**src/rtl/imem_loadable.sv**
```systemverilog
// imem_loadable: run-time loadable instruction memory with registered fetch; define IMEM_PARITY_EN for per-word parity
module imem_loadable #(
  parameter int DATA_W = 8,
  parameter int ADDR_W = 8,
  parameter int DEPTH = 32,
  parameter logic [DATA_W-1:0] FILL = 8'b11000001
) (
  input  logic              clk,
  input  logic              reset,
  input  logic              load_start,
  input  logic              load_valid,
  output logic              load_ready,
  input  logic [DATA_W-1:0] load_data,
  input  logic              load_end,
  output logic              load_done,
  output logic              busy,
  input  logic              fetch_req,
  input  logic [ADDR_W-1:0] fetch_addr,
  output logic              fetch_valid,
  output logic [DATA_W-1:0] fetch_instr,
  output logic              fetch_oob,
  output logic              fetch_perr
);
  localparam int PTR_W = $clog2(DEPTH);
`ifdef IMEM_PARITY_EN
  localparam int MW = DATA_W + 1;
`else
  localparam int MW = DATA_W;
`endif
  typedef enum logic {RUN, LOAD} state_t;
  state_t state, state_n;
  logic [PTR_W-1:0] load_ptr;
  logic [DEPTH-1:0] written;
  logic [MW-1:0] mem [DEPTH];
  logic [MW-1:0] wdata, rword;
  logic [PTR_W-1:0] fidx;
  logic we, full, done_n, accept, in_range, hit, perr_n;
  assign load_ready = state == LOAD;
  assign busy = state == LOAD;
  assign fidx = fetch_addr[PTR_W-1:0];
`ifdef IMEM_PARITY_EN
  assign wdata = {^load_data, load_data};
  assign perr_n = hit && ^rword;
`else
  assign wdata = load_data;
  assign perr_n = 1'b0;
`endif
  // load sequencing and fetch qualification; a restart discards any same-cycle transfer
  always_comb begin
    full = load_ptr == PTR_W'(DEPTH - 1);
    we = (state == LOAD) && load_valid && !load_start;
    done_n = (state == LOAD) && !load_start && ((we && full) || load_end);
    state_n = load_start ? LOAD : done_n ? RUN : state;
    accept = (state == RUN) && fetch_req && !load_start;
    in_range = {1'b0, fetch_addr} < (ADDR_W + 1)'(DEPTH);
    rword = mem[fidx];
    hit = in_range && written[fidx];
  end
  // FSM state register
  always_ff @(posedge clk or posedge reset) begin
    if (reset) state <= RUN;
    else state <= state_n;
  end
  // load pointer, written flags and one-cycle done pulse; pointer saturates at the last word
  always_ff @(posedge clk or posedge reset) begin
    if (reset) begin
      load_ptr <= '0;
      written <= '0;
      load_done <= 1'b0;
    end else begin
      load_done <= done_n;
      if (load_start) begin
        load_ptr <= '0;
        written <= '0;
      end else if (we) begin
        written[load_ptr] <= 1'b1;
        load_ptr <= full ? load_ptr : load_ptr + PTR_W'(1);
      end
    end
  end
  // storage array write port, contents survive reset
  always_ff @(posedge clk) begin
    if (we) mem[load_ptr] <= wdata;
  end
  // registered fetch result, held while no request is accepted
  always_ff @(posedge clk or posedge reset) begin
    if (reset) begin
      fetch_valid <= 1'b0;
      fetch_instr <= FILL;
      fetch_oob <= 1'b0;
      fetch_perr <= 1'b0;
    end else begin
      fetch_valid <= accept;
      if (accept) begin
        fetch_instr <= hit ? rword[DATA_W-1:0] : FILL;
        fetch_oob <= !hit;
        fetch_perr <= perr_n;
      end
    end
  end
endmodule

```
**config.mk**
```make
export PLATFORM = sky130hd
export DESIGN_NAME = imem_loadable
export DESIGN_NICKNAME = d
export VERILOG_FILES = /design/src/rtl/imem_loadable.sv
export SDC_FILE = /design/constraint.sdc
export NUM_CORES = 1
export LEC_CHECK = 0
export CORE_MARGIN = 1
export CORE_UTILIZATION = 40
export DETAILED_ROUTE_END_ITERATION = 7
export MAX_ROUTING_LAYER = met4
export PLACE_DENSITY = 0.68
export SLEW_MARGIN = 10
export SYNTH_ARGS = -nofsm -noshare
export SYNTH_HDL_FRONTEND = slang
export SYNTH_SLANG_ARGS = --single-unit
```
**constraint.sdc**
```tcl
create_clock -name clk -period 2.3 [get_ports clk]
set_clock_uncertainty 0.05 [all_clocks]
set_input_delay 0.345 -clock clk [delete_from_list [all_inputs] [get_ports clk]]
set_output_delay 0.345 -clock clk [all_outputs]
set_load 0.05 [all_outputs]
```
==> results by group <==
Timing
  • Pins over their slew limit: 0
  • Final Hold Fails: 0
  • Post-layout min period: 2.265 ns
  • Setup TNS: 0 ns
  • Worst relative slew slack: slightly above 60%
  • Tcrit/Tclk final: 98.50%
  • Fmax: between 400 and 500 MHz
  • Least-Margin Pin Slew: 0.5672 ns
  • # setup viols final: 0
  • RSZ-0062 raised after global routing: no
  • Final setup slack of the worst path: 0.03456 ns

GRT
  • Vias in the first global route: 6825
  • Total gr overflow: 0
  • Antenna violations before repair: 0
  • All-Layer GR Usage: 18.98%
  • First-pass GRT wire length: roughly 43 mm
  • Largest net degree at the start of global routing: 50

Worst setup path
  • Critical path's top delay family: buffers and inverters
  • WP data required: 1.90 ns
  • Slowest-stage cell, CP: clkdlybuf4s50_1
  • CP bufs+invs: 1
  • Worst setup EP type: output pin
  • Worst path arrival time: 1.87 ns
  • Worst setup SP type: flip-flop
  • Worst R2R Path Depth: 7
  • Stages on worst setup path: 1
  • WS Path Type: reg -> out
  • Crit path cell chain: clkdlybuf4s50_1
  • CP max stage delay: 0.80 ns
  • Reg2reg start: busy
  • Flop-to-flop setup slack: 0.35 ns
  • R2R Path End: fetch_instr[2]
  • Crit-path max FO: 2

Min path
  • Worst Hold Class: in -> async

Synthesis
  • Count of distinct cell types in the synthesized netlist: 54
  • Syn_nets: 722
  • Register area share after synthesis: between 70 and 80%
  • Synthesized cell area: between 10000 and 15000 um2
  • Synthesis Warnings: 0
  • Top_reg_cell synth: edfxtp_1
  • Post-synthesis register bit count: 305
  • Syn avg cell area: 17.88 um2
  • Syn Inst Count: roughly 700
  • Number of synthesized flops with an enable pin: 256
  • Asr flop ratio synth: 16.07%

Final layout
  • Fin cells: 1227
  • FILL cells: 2543
  • Combined area of the multi-input logic cells: approximately 3100 um2
  • Layout overhead on the synthesized area: 18.90%
  • FF+latch area: 8917 um2
  • Commonest non-fill, non-tap cells in the layout: edfxtp_1 (256), buf_4 (73), nor2_1 (51), dfrtp_1 (46), mux2i_1 (39)
  • Most common cell after layout, fill and taps aside: edfxtp_1
  • Layout cell share with drive strength beyond 1: 21.78%
  • Final net count: 831
  • Antenna diodes: 0
  • Fin area: 14780 um2

Power and ir drop
  • Cell Int Power: 9.638 mW
  • Clock power share: between 40 and 50%
  • Sw frac: a little over a fifth
  • Power per cell area: 832.5 nW/um2
  • Maximum VDD drop: 0.0004816 V
  • Sequential share of power: 49.4%
  • Sw power: around 2.7 mW
  • Pleak: 5.160 nW
  • Logic pwr share: 6.5%

Clock network
  • CTS H-tree lvls: 2
  • CTS sink count: 305
  • CTS Hold Buffers Added: 0
  • CTS Buffer Depth: 3
  • CTS tree: done
  • Worst-Skew Late Latency: 0.51 ns
  • Clk slew on worst S/H paths: 0.06 ns
  • Clk root buf: clkbuf_16
  • Post-CTS Setup Bufs: 0
  • CTS resizes: 0
  • Cts bufs inserted: 35

Detailed routing
  • Drt total wl: 27.94 mm
  • Wire per inst: approximately 23 um
  • Via count: 6767
  • DRC Markers: 0
  • Drt pass-1 iters: 5
  • Starting DRT DRC Count: 764
  • Via-per-instance ratio: approximately 5.5
  • Detail Route Antenna Nets: 0

Die
  • Chip width: 178.3 um
  • I/O pins: 36
  • Die area: about 32000 um2
  • Die Height: 178.3 um
  • Total core area: 30590 um2
  • Initial Utilization: 40.62%
  • Row Count: 64

Placed design
  • Pre-CTS setup slack: -0.02320 ns
  • Placed Cells: 1163
  • Placed Area: between 10000 and 15000 um2
  • Final GP Congestion: 0.9214
  • Port Buffer Count: 34
  • DP HPWL: ~18 mm

Outcome
  • Status: finished clean

Flow run
  • MaxCap Viol Count: 0
-- layout make-up --
cell class,instances,area share [%]
Tap cell,396,3.353
Timing Repair Buffer,113,6.927
Clock inverter,16,0.9823
Sequential cell,305,60.35
Clock buffer,48,6.749
Inverter,38,0.9654
Multi-Input combinational cell,311,20.67
-- cells by family (layout without fill, tap and decap cells) --
family                     after synthesis  after routing  share of synthesized area (%)
buffers and inverters                   79            215                          3.665
and+or+nand+nor                        101            101                          3.695
AOI/OAI and AO/OA                      100            100                          5.578
DFF                                    305            305                          71.76
xor gates and xnor gates                 3              3                         0.2115
muxes                                  101            101                          14.56
adders and majority gates                5              5                         0.5034
other                                    1              1                        0.03018
-- through the flow --
step,power [mW],utilization [%],hold slack [ns]
after global placement,6.979,44.57,0.4457
after floorplan,6.645,-,0.3939
after CTS,12.37,48.30,0.1439
after global routing,12.65,48.30,0.1839
after detailed placement,6.988,44.57,0.4349
final,12.30,48.30,0.1419
-- cells in the mapped netlist (10+ instances only) --
cell type / number / area share, %
a211o_1: 10 / 0.70
clkbuf_1: 15 / 0.45
mux4_1: 21 / 4.4
a21oi_1: 14 / 0.56
edfxtp_1: 256 / 62
dfrtp_1: 46 / 9.3
mux2i_1: 39 / 3.1
inv_1: 36 / 1.1
nor2_1: 51 / 1.5
o22ai_1: 37 / 1.9
mux4_2: 36 / 6.5
nand2_1: 21 / 0.63
-- metal layers --
metal	global-route usage, %	up-vias	routed length, um
li1	-	2979	-
met5	-	-	0
met1	25.39	3470	12020
met4	5.014	0	525
met2	29.69	275	13350
met3	3.922	43	2043
-- how the worst max path moves through the flow --
stage	start	endpoint	slack (ns)
after floorplan	busy	mem[28][0]	0.09
final	fetch_instr[6]	fetch_instr[6]	0.03
after detailed placement	fetch_addr[0]	fetch_instr[2]	-0.02
after global placement	fetch_addr[2]	fetch_instr[1]	-0.01
after CTS	fetch_instr[6]	fetch_instr[6]	0.03
after global routing	fetch_instr[6]	fetch_instr[6]	0.003
-- power by group through the flow --
stage / Sequential [mW] / Clock [mW] / Combinational [mW]
2_1_floorplan: 6.27 / 0 / 0.377
3_3_place_gp: 6.19 / 0 / 0.789
5_1_grt: 6.08 / 5.72 / 0.850
6_report: 6.08 / 5.42 / 0.799
3_5_place_dp: 6.19 / 0 / 0.799
4_1_cts: 6.08 / 5.49 / 0.801
-- flip-flops by register name, summed over array words and instances, names as in the netlist --
signal       flops
busy             1
fetch_instr      8
written         32
load_ptr         5
mem            256
load_done        1
fetch_oob        1
fetch_valid      1
No activity file was read; power rests on OpenSTA's default activity.
